===== config.mk =====
export PLATFORM = sky130hd
export DESIGN_NAME = mem_arbiter
export DESIGN_NICKNAME = d
export VERILOG_FILES = /design/src/rtl/mem_arb_pkg.sv /design/src/rtl/rr_arbiter2.sv /design/src/rtl/mem_arbiter.sv
export SDC_FILE = /design/constraint.sdc
export NUM_CORES = 1
export LEC_CHECK = 0
export ABC_CLOCK_PERIOD_IN_PS = 1230
export CAP_MARGIN = 20
export CORE_MARGIN = 8
export CORE_UTILIZATION = 15
export DETAILED_ROUTE_END_ITERATION = 10
export GPL_TIMING_DRIVEN = 0
export PLACE_DENSITY = 0.75
export SYNTH_ARGS = -nofsm -noshare
export SYNTH_HDL_FRONTEND = slang
export SYNTH_SLANG_ARGS = --single-unit
export TNS_END_PERCENT = 1

===== constraint.sdc =====
create_clock -name CLK -period 1.23 [get_ports CLK]
set_input_delay 0.1845 -clock CLK [delete_from_list [all_inputs] [get_ports CLK]]
set_output_delay 0.1845 -clock CLK [all_outputs]
set_load 0.005 [all_outputs]

===== src/rtl/mem_arb_pkg.sv =====
// -----------------------------------------------------------------------------
// mem_arb_pkg
// Shared types and default sizes for the instruction/data memory arbiter.
//   PORT_F / PORT_D : port identifiers (fetch = 0, data = 1)
//   port_t          : one-bit port selector type
//   DEFAULT_AW      : default memory address width (matches PC[27:0])
//   DEFAULT_WIDTH   : default data word width
// -----------------------------------------------------------------------------
package mem_arb_pkg;

    typedef logic port_t;

    localparam port_t PORT_F = 1'b0;
    localparam port_t PORT_D = 1'b1;

    localparam int DEFAULT_AW    = 28;
    localparam int DEFAULT_WIDTH = 32;

    // The port that should win the next tie after `p` has been served.
    function automatic port_t other_port(input port_t p);
        return ~p;
    endfunction

endpackage : mem_arb_pkg


===== src/rtl/rr_arbiter2.sv =====
// -----------------------------------------------------------------------------
// rr_arbiter2
// Purely combinational two-way priority picker used by mem_arbiter.
//   req[1:0] in  : eligible requests (bit 0 = fetch, bit 1 = data)
//   prio     in  : port that wins when both requests are present
//   gnt[1:0] out : one-hot grant, or zero when nothing is requested
//   gnt_idx  out : index of the granted port (PORT_F when no grant)
// -----------------------------------------------------------------------------
module rr_arbiter2
    import mem_arb_pkg::*;
(
    input  logic  [1:0] req,
    input  port_t       prio,
    output logic  [1:0] gnt,
    output port_t       gnt_idx
);

    // A port wins if it requests and either the other port is idle or the
    // tie-break points at it.
    generate
        for (genvar gi = 0; gi < 2; gi++) begin : g_gnt
            assign gnt[gi] = req[gi] & (~req[1-gi] | (prio == port_t'(gi)));
        end
    endgenerate

    assign gnt_idx = gnt[1] ? PORT_D : PORT_F;

endmodule : rr_arbiter2


===== src/rtl/mem_arbiter.sv =====
// -----------------------------------------------------------------------------
// mem_arbiter
// Shares one single-port synchronous memory between the CPU instruction fetch
// port and the load/store data port. One access is granted per cycle with
// round-robin tie-breaking; the single outstanding access is acknowledged one
// cycle after its grant, when the memory read data arrives.
//
// Ports
//   CLK, rst                      clock; synchronous active-high reset
//   f_req, f_addr                 fetch request (held until f_ack) / address
//   d_req, d_we, d_addr, d_wdata  data request (held until d_ack)
//   f_ack, d_ack                  completion strobes (registered)
//   rdata                         read data, straight from mem_rdata
//   stall_f                       holds the PC while a fetch is waiting
//   mem_en, mem_we, mem_addr,
//   mem_wdata, mem_rdata          memory side, rdata 1 cycle after mem_en
// -----------------------------------------------------------------------------
module mem_arbiter
    import mem_arb_pkg::*;
#(
    parameter int WIDTH = DEFAULT_WIDTH,
    parameter int AW    = DEFAULT_AW
)(
    input  logic             CLK,
    input  logic             rst,
    input  logic             f_req,
    input  logic [AW-1:0]    f_addr,
    input  logic             d_req,
    input  logic             d_we,
    input  logic [AW-1:0]    d_addr,
    input  logic [WIDTH-1:0] d_wdata,
    output logic             f_ack,
    output logic             d_ack,
    output logic [WIDTH-1:0] rdata,
    output logic             stall_f,
    output logic             mem_en,
    output logic             mem_we,
    output logic [AW-1:0]    mem_addr,
    output logic [WIDTH-1:0] mem_wdata,
    input  logic [WIDTH-1:0] mem_rdata
);

    logic  r_busy;
    port_t r_owner;
    port_t r_prio;

    logic [1:0] w_raw_req;
    logic [1:0] w_mask;
    logic [1:0] w_elig;
    logic [1:0] w_gnt;
    port_t      w_gnt_idx;
    logic       w_any_gnt;

    assign w_raw_req = {d_req, f_req};

    // The owner still holds its request during its ack cycle; masking it
    // stops that stale request from being granted a second time.
    generate
        for (genvar gi = 0; gi < 2; gi++) begin : g_mask
            assign w_mask[gi] = r_busy & (r_owner == port_t'(gi));
        end
    endgenerate

    // Nothing is eligible while reset is held, so the memory side stays idle.
    assign w_elig = w_raw_req & ~w_mask & {2{~rst}};

    rr_arbiter2 u_rr_arbiter2 (
        .req     (w_elig),
        .prio    (r_prio),
        .gnt     (w_gnt),
        .gnt_idx (w_gnt_idx)
    );

    assign w_any_gnt = |w_gnt;

    // Memory request mux: fetch is always a read with zero write data.
    always_comb begin
        mem_en    = 1'b0;
        mem_we    = 1'b0;
        mem_addr  = '0;
        mem_wdata = '0;
        if (w_gnt[PORT_F]) begin
            mem_en   = 1'b1;
            mem_addr = f_addr;
        end else if (w_gnt[PORT_D]) begin
            mem_en    = 1'b1;
            mem_we    = d_we;
            mem_addr  = d_addr;
            mem_wdata = d_wdata;
        end
    end

    always_ff @(posedge CLK) begin
        if (rst) begin
            r_busy  <= 1'b0;
            r_owner <= PORT_F;
            r_prio  <= PORT_F;
        end else if (w_any_gnt) begin
            r_busy  <= 1'b1;
            r_owner <= w_gnt_idx;
            r_prio  <= other_port(w_gnt_idx);
        end else begin
            r_busy  <= 1'b0;
        end
    end

    // Acks come from registered state; gating with rst drops an access that
    // was in flight when reset arrived.
    assign f_ack   = r_busy & ~rst & (r_owner == PORT_F);
    assign d_ack   = r_busy & ~rst & (r_owner == PORT_D);
    assign rdata   = mem_rdata;
    assign stall_f = f_req & ~f_ack;

endmodule : mem_arbiter

# Word-level counts from Yosys, hierarchy flattened
# Index checks and enable logic that the tools add are counted.
# classes
n_mux	9
bitwise_logic	20
n_reduce_logical	1
# op_table
operator	n
$mux W32	2
$mux W28	2
$and A1 B1 Y1	8
$not A1 Y1	7
$mux W1	5
$and A2 B2 Y2	2
$not A2 Y2	1
$or A1 B1 Y1	2
$reduce_or A2 Y1	1
# totals
reg_bits	3
out_inout_bits	97

# Depth between registers and ports, before layout
# Gate-level depths: netlist (run 1).
# logic_depth
depth_word	10
depth_mapped	5

# Hierarchy
# Synthesis (run 1) repeated with hierarchy kept, for this count alone.
# unflattened
cells_unflattened	129
area_unflattened_um2	952.2
# by_module_without_submodules
mod	instances	cells_each	area_each_um2	seq_area_each_um2
mem_arbiter	1	125	925.9	60.1
rr_arbiter2	1	4	26.3	0.0

# Worst setup path before layout (run 1)
# No wires, ideal clock.
# synth_timing
path_kind	reg2out
start	register r_owner
end	output port mem_addr[10]
t_arrival_ps	1187
required_time_ps	1046
path_slack_ps	-142
path_stages_with_launch	6
cell_sequence	dfxtp_1 > nand2b_1 > and4b_1 > buf_2 > buf_6 > a22o_1
# synth_between
elab_chain_len	10
elab_cells_between_ends	14
# synth_rtl
item	line_no	source
start, declared	mem_arbiter.sv:44	port_t r_owner;
start signal, assigned	mem_arbiter.sv:100	r_owner <= w_gnt_idx;
$not A1 Y1	mem_arbiter.sv:60	assign w_mask[gi] = r_busy & (r_owner == port_t'(gi));
$and A1 B1 Y1	mem_arbiter.sv:60	
$not A2 Y2 *	mem_arbiter.sv:65	assign w_elig = w_raw_req & ~w_mask & {2{~rst}};
$and A2 B2 Y2 * (2 in series)	mem_arbiter.sv:65	
$not A1 Y1	rr_arbiter2.sv:22	assign gnt[gi] = req[gi] & (~req[1-gi] | (prio == port_t'(gi)));
$or A1 B1 Y1	rr_arbiter2.sv:22	
$and A1 B1 Y1	rr_arbiter2.sv:22	
$mux W28	mem_arbiter.sv:85	end else if (w_gnt[PORT_D]) begin
$mux W28 *	mem_arbiter.sv:82	if (w_gnt[PORT_F]) begin
end, declared	mem_arbiter.sv:38	output logic [AW-1:0] mem_addr,
# Every way passes the cells marked *; elsewhere a longest branch is shown, timed or not.

# Worst setup path after layout (run 1)
# layout_timing
start	register r_busy
end	output port mem_addr[8]
# layout_between
elab_chain_len	9
elab_cells_between_ends	13
# layout_rtl
item	line_no	source
start, declared	mem_arbiter.sv:43	logic r_busy;
start signal, assigned	mem_arbiter.sv:95	r_busy <= 1'b0;
start signal, assigned	mem_arbiter.sv:99	r_busy <= 1'b1;
start signal, assigned	mem_arbiter.sv:103	r_busy <= 1'b0;
$and A1 B1 Y1	mem_arbiter.sv:60	
$not A2 Y2 *	mem_arbiter.sv:65	
$and A2 B2 Y2 * (2 in series)	mem_arbiter.sv:65	
$not A1 Y1	rr_arbiter2.sv:22	
$or A1 B1 Y1	rr_arbiter2.sv:22	
$and A1 B1 Y1	rr_arbiter2.sv:22	
$mux W28	mem_arbiter.sv:85	
$mux W28 *	mem_arbiter.sv:82	
# Marked as above.

==> results of run 1 <==
what timing repair did:
action	4_1_cts	5_1_grt
setup buffers	15	2
resized for setup	303	19
pin swaps	12	10
setup endpoints to repair	66	67
endpoints found under the hold margin	0	0
gates cloned	5	0
metal layers:
layer / routed length [um] / share of wire
met3: 709 / 0.095
met1: 2480 / 0.33
met4: 41 / 0.0055
met2: 4260 / 0.57
met5: 0 / 0
critical path, stage by stage, from the launching register on:
cell             delay (ns)
dfxtp_4                0.36
buf_4                  0.12
nand2b_4               0.06
and4b_1                0.21
buf_6                  0.15
buf_6                  0.13
a22o_1                 0.20
clkdlybuf4s15_2        0.20
sequential cells by signal, indices dropped and copies added (netlist names):
signal and cells:
r_busy 1, r_owner 1, r_prio 1
power groups by stage:
stage	sequential [mW]	clock (mW)	combinational [mW]
3_5_place_dp	0.117	0	0.979
4_1_cts	0.120	0.289	0.991
3_3_place_gp	0.116	0	0.969
6_report	0.118	0.281	0.999
2_1_floorplan	0.115	0	0.288
5_1_grt	0.119	0.299	1.07
cells by family (layout without fill, tap and decap cells):
| family | Yosys count | after routing |
|---|---|---|
| flops | 3 | 3 |
| simple gates | 47 | 47 |
| buf+inv | 42 | 256 |
| compound gates | 31 | 31 |
cell usage in the layout (no fill, tap or decap), types with 2 or more instances in the layout:
cell and n:
clkbuf_8 3, a22o_1 28, dlygate4sd2_1 2, nor2_2 2, buf_6 26, a21oi_1 2
buf_8 2, buf_2 57, clkbuf_2 2, nor3_1 3, dfxtp_4 2, and2_4 6
clkdlybuf4s50_1 121, buf_4 40, and2_1 27
final cells by class:
cell class,count,share of cell area
clock buffer,4,0.0150
tap,75,0.0313
buffer,41,0.116
multi-input combinational,78,0.205
timing repair buffer,211,0.609
sequential,3,0.0229
path summary, 6_finish.rpt:
kind	startpoint	slack, ns	end
hold / removal	f_req	0.33	r_busy
hold reg to reg	r_prio	0.48	r_prio
setup reg to reg	r_busy	0.06	r_owner
setup / recovery	r_busy	-0.61	mem_addr[8]
==> metrics.md, run 1 <==
| Metric | Value |
|---|---|
| Core area | 5920 um^2 |
| Cts bufs inserted | 3 |
| CP arrival | 1.65 ns |
| Hold slack | 0.330 ns |
| Final min period | 1.84 ns |
| Logic pwr share | 0.714 |
| Sequential fraction of the synthesis area | 0.0657 |
| DRT iter0 DRCs | 25 |
| Synth top area share | 0.287 |
| Syn avg cell area | 7.44 um^2 |
| Final Power | 1.40 mW |
| Leading area contributor after synthesis | buf_4 |
| Ports | 222 |
| Global Route met2 Usage | 0.313 |
| Async S/R FF share, synth | 0 |
| # clock sinks | 3 |
| Gr ovfl total | 0 |
| Max-cap violations | 0 |
| Simple-gate portion of the synthesized area | 0.315 |
| Slew Limit Headroom | 0.766 |
| Antenna violations before repair | 0 |
| Final WS setup | -0.607 ns |
| Worst vdd ir | 725 uV |
| GRT Util Overall | 0.152 |
| RSZ-0062 raised after global routing | yes |
| Drt wl/cell | 18.2 um |
| Psw | 0.367 mW |
| Status | complete, but fails checks |
| DRT antenna net count | 0 |
| Critical path required time | 1.05 ns |
| # setup viols final | 64 |
| Max Slew Vio Count | 0 |
| Post-route DRC | 0 |
| Placer congestion estimate | 0.900 |
| Root buf cell | clkbuf_8 |
| Initial Util | 0.154 |
| DP Area | 2920 um^2 |
| Switching Share | 0.262 |
| Layout Cells excl Fill | 412 |
| Rows | 28 |
| Dominant register cell in the synthesized netlist | dfxtp_1 |
| Largest net degree at the start of global routing | 11 |
| Synth Instances | 123 |
| Crit path kind | register to output port |
| Die height | 94.1 um |
| Final wirelength | 7490 um |
| Leakage | 1.47 nW |
| EDFF count, synth | 0 |
| P&R area growth vs syn | 228% |
| Multiplexer area fraction after synthesis | 0 |
| Cell area after layout | 3000 um^2 |
| Final Hold Fails | 0 |
| Period utilization | 1.49 |
| Fillers | 581 |
| Later-pin clock latency in the skew report | 0.21 ns |
| Vias in the first global route | 1790 |
| GR Layer Usage met1 | 0.146 |
| Post-synth top cells | 35 x buf_4, 33 x and2_1, 28 x a22o_1, 5 x buf_2, 4 x nor2_1 |
| H-tree levels | 1 |
| Synth cell types | 18 |
| GR Layer Usage met3 | 0.0496 |
| First-pass GRT wire length | 10700 um |
| Multi-input gate area | 616 um^2 |
| Area share of fa/ha/maj cells after synthesis | 0 |
| CP Launch Type | register |
| Flop pwr share | 0.084 |
| Clock power share | 0.201 |
| Skew final | 0.000348 ns |
| Top cells by area, synth | buf_4 29%, a22o_1 27%, and2_1 23% |
| TritonRoute pass-1 iters | 4 |
| Main combinational cell family by area after synthesis | buffers and inverters |
| Busiest grt layer | met2 |
| Layout cells sized above 1 | 0.439 |
| Net Count, Synth | 248 |
| FMAX | 544 MHz |
| ANT cells | 0 |
| Setup crit end kind | output port |
| Most frequent cell after synthesis | buf_4 |
| Dpl ws | -1.18 ns |
| Placed cell count | 387 |
| Dpl hpwl | 6320 um |
| Synth Area in Compound Gates | 0.289 |
| Seq cells post-synth | 3 |
| R2r worst-path depth | 5 |
| Pint | 1.03 mW |
| Vias per inst | 4.06 |
| Worst-margin pin slew | 0.351 ns |
| Nets@finish | 463 |
| Hold Crit Class | primary input to register |
| Clk buf depth | 2 |
| Failing checks | negative setup slack |
| Port bufs | 189 |
| CTS tree | built |
| Setup TNS | -32.63 ns |
| Pwr/cell area | 466 nW/um^2 |
| CTS clock-pin slew for the worst setup and hold paths | 0.03 ns |
| Die X | 94.1 um |
| Vias post-DR | 1674 |
| Xor-xnor portion of the synthesized cell area | 0 |
| YS warnings | 0 |
| Post-CTS Hold Fix Bufs | 0 |
| Hold Crit Depth | 3 |
| Final Util | 0.507 |
| FF+latch area | 68.8 um^2 |
| Die area | 8850 um^2 |
| CP max FO | 10 |
| Cell area after synthesis | 915 um^2 |
(Power assumes the default switching activity.)
==> run 2: changes to the inputs <==
--- a/config.mk
+++ b/config.mk
@@ -7,9 +7,8 @@
 export LEC_CHECK = 0
 export ABC_CLOCK_PERIOD_IN_PS = 1230
-export CAP_MARGIN = 20
+export CAP_MARGIN = 25
 export CORE_MARGIN = 8
 export CORE_UTILIZATION = 15
 export DETAILED_ROUTE_END_ITERATION = 10
-export GPL_TIMING_DRIVEN = 0
 export PLACE_DENSITY = 0.75
 export SYNTH_ARGS = -nofsm -noshare
==> constraint.sdc (replaced) <==
create_clock -name CLK -period 1.23 [get_ports CLK]
set_input_delay 0.1845 -clock CLK [delete_from_list [all_inputs] [get_ports CLK]]
set_output_delay 0.1845 -clock CLK [all_outputs]
set_load 0.05 [all_outputs]
==> metrics.md, run 2 (synthesis gave the netlist of run 1 again) <==
| Metric | Value |
|---|---|
| Status | complete, but fails checks |
| Failing checks | negative setup slack |
| DRT antenna net count | 0 (unchanged) |
| Max Slew Vio Count | 0 (unchanged) |
| Clk buf depth | 2 (unchanged) |
| Crit-path slowest cell | dfxtp_4 |
| RSZ-0062 raised after global routing | yes |
| FMAX | 544 MHz (about the same) |
| Critical path required time | 1.05 ns (about the same) |
| Final wirelength | 6910 um (-7.8%) |
| Layout cells sized above 1 | 0.620 (+0.181) |
| Setup crit end kind | output port |
| Crit-path max cell delay | 0.35 ns (about the same) |
| First-pass GRT wire length | 9800 um (-8.1%) |
| Flop pwr share | 0.052 (-0.032) |
| CTS tree | built |
| Slew Limit Headroom | 0.838 (+0.0724) |
| Later-pin clock latency in the skew report | 0.22 ns (about the same) |
| # clock sinks | 3 (unchanged) |
| Psw | 0.876 mW (+140%) |
| Gr ovfl total | 0 (unchanged) |
| Hold Crit Class | primary input to output port |
| Crit path kind | register to output port |
| CP arrival | 1.65 ns (about the same) |
| Dpl hpwl | 5830 um (-7.7%) |
| Cts bufs inserted | 3 (unchanged) |
| Period utilization | 1.49 (about the same) |
| Initial Util | 0.154 (unchanged) |
| Vias per inst | 4.35 (+7.2%) |
| Most frequent cells in the layout | 89 x clkdlybuf4s50_1, 72 x buf_12, 33 x and2_4 |
| Largest net degree at the start of global routing | 21 (+10) |
| ANT cells | 0 (unchanged) |
| Worst vdd ir | 350 uV (-52%) |
| H-tree levels | 1 (unchanged) |
| Vias post-DR | 1485 (-11%) |
| Placer congestion estimate | 0.820 (-8.9%) |
| CP Launch Type | register |
| DRT iter0 DRCs | 23 (-8.0%) |
| CTS clock-pin slew for the worst setup and hold paths | 0.03 ns (about the same) |
| Pint | 1.37 mW (+33%) |
| Worst-margin pin slew | 0.243 ns (-0.109 ns) |
| Final WS setup | -0.608 ns (-0.000606 ns) |
| WP buf/inv | 4 (unchanged) |
| Port bufs | 157 (-17%) |
| Drt wl/cell | 20.3 um (+11%) |
| Cell repeated most along the worst path | buf_12 |
| Vias in the first global route | 1698 (-5.1%) |
| Rows | 28 (unchanged) |
| Setup TNS | -34.34 ns (-1.71 ns) |
| P&R area growth vs syn | 305% |
| Post-route DRC | 0 (unchanged) |
| Skew final | 0.00259 ns (+0.00224 ns) |
| Logic pwr share | 0.819 (+0.105) |
| Core area | 5920 um^2 (unchanged) |
| Die X | 94.1 um (unchanged) |
| Nets@finish | 392 (-15%) |
| CP cell instances | nor3b_4 > nor4bb_4 > buf_6 > buf_12 > buf_16 > a22o_4 > buf_12 |
| Top Registers | r_busy: 1 flops, r_owner: 1 flops, r_prio: 1 flops |
| Most common cell after layout, fill and taps aside | clkdlybuf4s50_1 |
| Die height | 94.1 um (unchanged) |
| # setup viols final | 64 (unchanged) |
| Max-cap violations | 0 (unchanged) |
| Clock power share | 0.129 (-0.072) |
| Pwr/cell area | 605 nW/um^2 (+30%) |
| TritonRoute pass-1 iters | 4 (unchanged) |
| Antenna violations before repair | 0 (unchanged) |
| Final Hold Fails | 0 (unchanged) |
| Die area | 8850 um^2 (unchanged) |
| Root buf cell | clkbuf_8 |
| Dpl ws | -0.747 ns (+0.430 ns) |
| Final min period | 1.84 ns (+0.000606 ns) |
| CP max FO | 10 (unchanged) |
| Switching Share | 0.390 (+0.128) |
| Worst path top cell family by delay | buffers and inverters |
| GRT Util Overall | 0.143 (-0.00901) |
| Ports | 222 (unchanged) |
| Leakage | 1.58 nW (+7.2%) |
run 2: changes by cell type in the layout (fill, tap and decap cells not counted), sizes merged:
cell | previous run | this run
clkbuf | 6 | 4
clkdlybuf4s15 | 1 | 0
dlygate4sd2 | 2 | 3
clkdlybuf4s50 | 121 | 89
buf | 126 | 89
run 2: layer usage:
| metal | track usage | part of all wire | vias to the layer above | wire (um) |
|---|---|---|---|---|
| met5 | 0 | 0 | - | 0 |
| met4 | 0.0225 | 0.0069 | 0 | 48 |
| met3 | 0.0544 | 0.12 | 5 | 838 |
| met2 | 0.288 | 0.56 | 114 | 3870 |
| met1 | 0.132 | 0.31 | 680 | 2150 |
| li1 | - | - | 686 | - |
run 2: final cells by class:
class                      instances  area, um^2
sequential                         3        66.3
multi-input combinational         78         935
timing repair buffer             181        2570
tap                               75        93.8
clock buffer                       4        45.0
fill                             456        2210
run 2: power groups by stage:
stage	Clock [mW]	Sequential (mW)	Combinational, mW
after floorplan	0	0.115	1.06
after CTS	0.300	0.116	1.87
after global placement	0	0.116	1.71
after global routing	0.310	0.118	1.90
final	0.289	0.117	1.84
after detailed placement	0	0.117	1.73
run 2: path summary, 6_finish.rpt:
kind / start / to / slack, ns / cells past startpoint
worst max-delay path: r_busy / mem_addr[0] / -0.61 / 7
worst min-delay path: mem_rdata[17] / rdata[17] / 0.37 / 0
worst max register to register: r_busy / r_owner / 0.01 / 5
worst min register to register: r_owner / r_owner / 0.52 / 2
run 2: what timing repair did:
item                                    4_1_cts  5_1_grt
endpoints found under the setup margin       66       66
gates resized for setup                      24        1
hold buffers                                  0        0
buffers inserted                              8        0
pin swaps                                     5        6
gates cloned                                  4        0
run 2: stage by stage:
stage	std cells	total power [mW]	hold slack, ns	cell area (um^2)	util
2_1_floorplan	123	1.17	0.256	1280	-
3_5_place_dp	326	1.85	0.369	3420	0.577
5_1_grt	341	2.33	0.369	3710	0.626
6_report	341	2.25	0.369	3710	0.626
4_1_cts	342	2.29	0.369	3730	0.631
3_3_place_gp	326	1.83	0.369	3420	0.577
==> run 3: changes to the inputs <==
--- a/config.mk
+++ b/config.mk
@@ -10,4 +10,5 @@
 export CORE_MARGIN = 8
 export CORE_UTILIZATION = 15
+export CTS_BUF_LIST = sky130_fd_sc_hd__clkbuf_4
 export DETAILED_ROUTE_END_ITERATION = 10
 export PLACE_DENSITY = 0.75
==> constraint.sdc (replaced) <==
create_clock -name CLK -period 1.23 [get_ports CLK]
set_input_delay 0.123 -clock CLK [delete_from_list [all_inputs] [get_ports CLK]]
set_output_delay 0.123 -clock CLK [all_outputs]
set_load 0.05 [all_outputs]
==> metrics.md, run 3 (synthesis gave the netlist of run 1 again) <==
| Metric | Value |
|---|---|
| Status | complete, but fails checks |
| Failing checks | negative setup slack |
| Crit path kind | primary input to output port |
| Clk buf depth | 2 (unchanged) |
| ANT cells | 0 (unchanged) |
| Critical path required time | 1.11 ns (+0.06 ns) |
| Vias post-DR | 1428 (-3.8%) |
| RSZ-0062 raised after global routing | yes |
| Dpl hpwl | 5870 um (+0.70%) |
| Vias per inst | 4.28 (-1.8%) |
| Antenna violations before repair | 0 (unchanged) |
| Hold Crit Depth | 0 (unchanged) |
| Setup TNS | -33.34 ns (+1.00 ns) |
| R2r startpoint | r_busy |
| CTS tree | built |
| Reg2Reg Capture Point | r_owner |
| Post-CTS Hold Fix Bufs | 0 (unchanged) |
| R2R Setup Slk | 0.06 ns (+0.05 ns) |
| Largest net degree at the start of global routing | 41 (+95%) |
| Port bufs | 157 (unchanged) |
| Ports | 222 (unchanged) |
| DRT iter0 DRCs | 21 (-8.7%) |
| Cts bufs inserted | 3 (unchanged) |
| Hold Crit Start | mem_rdata[17] |
| Rows | 28 (unchanged) |
| Die height | 94.1 um (unchanged) |
| Period utilization | 1.46 (-0.0344) |
| Core area | 5920 um^2 (unchanged) |
| Drt wl/cell | 20.2 um (-0.45%) |
| Final WS setup | -0.565 ns (+0.0423 ns) |
| # setup viols final | 64 (unchanged) |
| H-tree levels | 1 (unchanged) |
| Initial Util | 0.154 (unchanged) |
| P&R area growth vs syn | 290% |
| Final Power | 2.08 mW (-7.3%) |
| Gr ovfl total | 0 (unchanged) |
| Crit-path max cell delay | 0.42 ns (+0.07 ns) |
| Most frequent cells in the layout | 91 x clkdlybuf4s50_1, 68 x buf_12, 33 x and2_4 |
| Layout cells sized above 1 | 0.610 (-0.0103) |
| CP max FO | 10 (unchanged) |
| Leakage | 1.51 nW (-4.1%) |
| Min-Delay Endpoint | rdata[17] |
| Max Slew Vio Count | 0 (unchanged) |
| DRT antenna net count | 0 (unchanged) |
| Nets@finish | 385 (-1.8%) |
| Worst vdd ir | 316 uV (-9.7%) |
| Post-route DRC | 0 (unchanged) |
| Placer congestion estimate | 0.820 (unchanged) |
| First-pass GRT wire length | 9140 um (-6.8%) |
| Final wirelength | 6740 um (-2.5%) |
| Final Hold Fails | 0 (unchanged) |
| Root buf cell | clkbuf_4 |
| DP Area | 3420 um^2 (unchanged) |
| R2r worst-path depth | 4 (-1) |
| Pwr/cell area | 583 nW/um^2 (-3.7%) |
| FMAX | 557 MHz (+2.4%) |
| Later-pin clock latency in the skew report | 0.23 ns (about the same) |
| Final min period | 1.80 ns (-0.0423 ns) |
| Layout Cells excl Fill | 334 (-2.1%) |
| Most common cell after layout, fill and taps aside | clkdlybuf4s50_1 |
| Placed cell count | 326 (unchanged) |
| # clock sinks | 3 (unchanged) |
| Max-cap violations | 0 (unchanged) |
| WP buf/inv | 4 (unchanged) |
| Vias in the first global route | 1581 (-6.9%) |
| TritonRoute pass-1 iters | 4 (unchanged) |
| Die area | 8850 um^2 (unchanged) |
| Setup crit end kind | output port |
| Slew Limit Headroom | 0.841 (+0.00316) |
| Cell area after layout | 3570 um^2 (-3.8%) |
| Skew final | 0.00122 ns (-0.00137 ns) |
| Die X | 94.1 um (unchanged) |
| Worst path top cell family by delay | buffers and inverters |
| GRT Util Overall | 0.133 (-0.0102) |
| CP arrival | 1.67 ns (+0.02 ns) |
| CP cell instances | clkdlybuf4s50_1 > nor3b_2 > nor4bb_4 > buf_6 > clkbuf_16 > a22o_2 > buf_12 |
| Hold Crit Class | primary input to output port |
| Worst-margin pin slew | 0.238 ns (-0.00475 ns) |
| Hold slack | 0.246 ns (-0.123 ns) |
| CP Launch Type | primary input |
| Top Registers | r_busy: 1 flops, r_owner: 1 flops, r_prio: 1 flops |
| Crit-path slowest cell | clkdlybuf4s50_1 |
-- run 3: metal layers --
layer  routed length, um  GRT usage
met4                  23     0.0225
met5                   0          0
met3                 841     0.0584
met2                3830      0.264
met1                2040      0.121
-- run 3: worst max path at each step --
stage	depth (start not counted)	start	end
5_1_grt	7	f_req	mem_addr[26]
2_1_floorplan	5	r_busy	mem_addr[10]
3_5_place_dp	6	f_req	mem_wdata[5]
6_report	7	f_req	mem_addr[26]
4_1_cts	6	f_req	mem_wdata[5]
3_3_place_gp	6	f_req	mem_addr[26]
-- run 3: final cells by class --
type / instances / area, um^2
clock buffers: 4 / 30.0
fillers: 459 / 2350
well taps: 75 / 93.8
multi-input cells: 78 / 928
flip-flops and latches: 3 / 65.1
repair buffers: 174 / 2450
-- run 3: worst register-to-register path, delay by kind of cell, from the launching register on --
family | cells | cell delay, ns
flops | 1 | 0.35
simple gates | 3 | 0.57
buf+inv | 1 | 0.18
-- run 3: timing repair --
| item | CTS | global route |
|---|---|---|
| pin swaps | 2 | 1 |
| gates cloned | 0 | 3 |
| gates resized for setup | 8 | 10 |
| setup buffers | 0 | 1 |
| endpoints found under the setup margin | 66 | 66 |
| hold endpoints to repair | 0 | 0 |
-- run 3: through the flow --
step                       util  setup slack (ns)
after global routing      0.603            -0.629
after global placement    0.577            -0.584
after detailed placement  0.577            -0.631
after floorplan               -            -0.137
after CTS                 0.586            -0.634
final                     0.603            -0.565
-- run 3: report_power, final --
| group | total (mW) | leakage [nW] | internal [mW] | switching, mW |
|---|---|---|---|---|
| Clock | 0.192 | 0.0184 | 0.143 | 0.0491 |
| Sequential | 0.117 | 0.0258 | 0.107 | 0.00968 |
| Combinational | 1.77 | 1.47 | 0.991 | 0.781 |
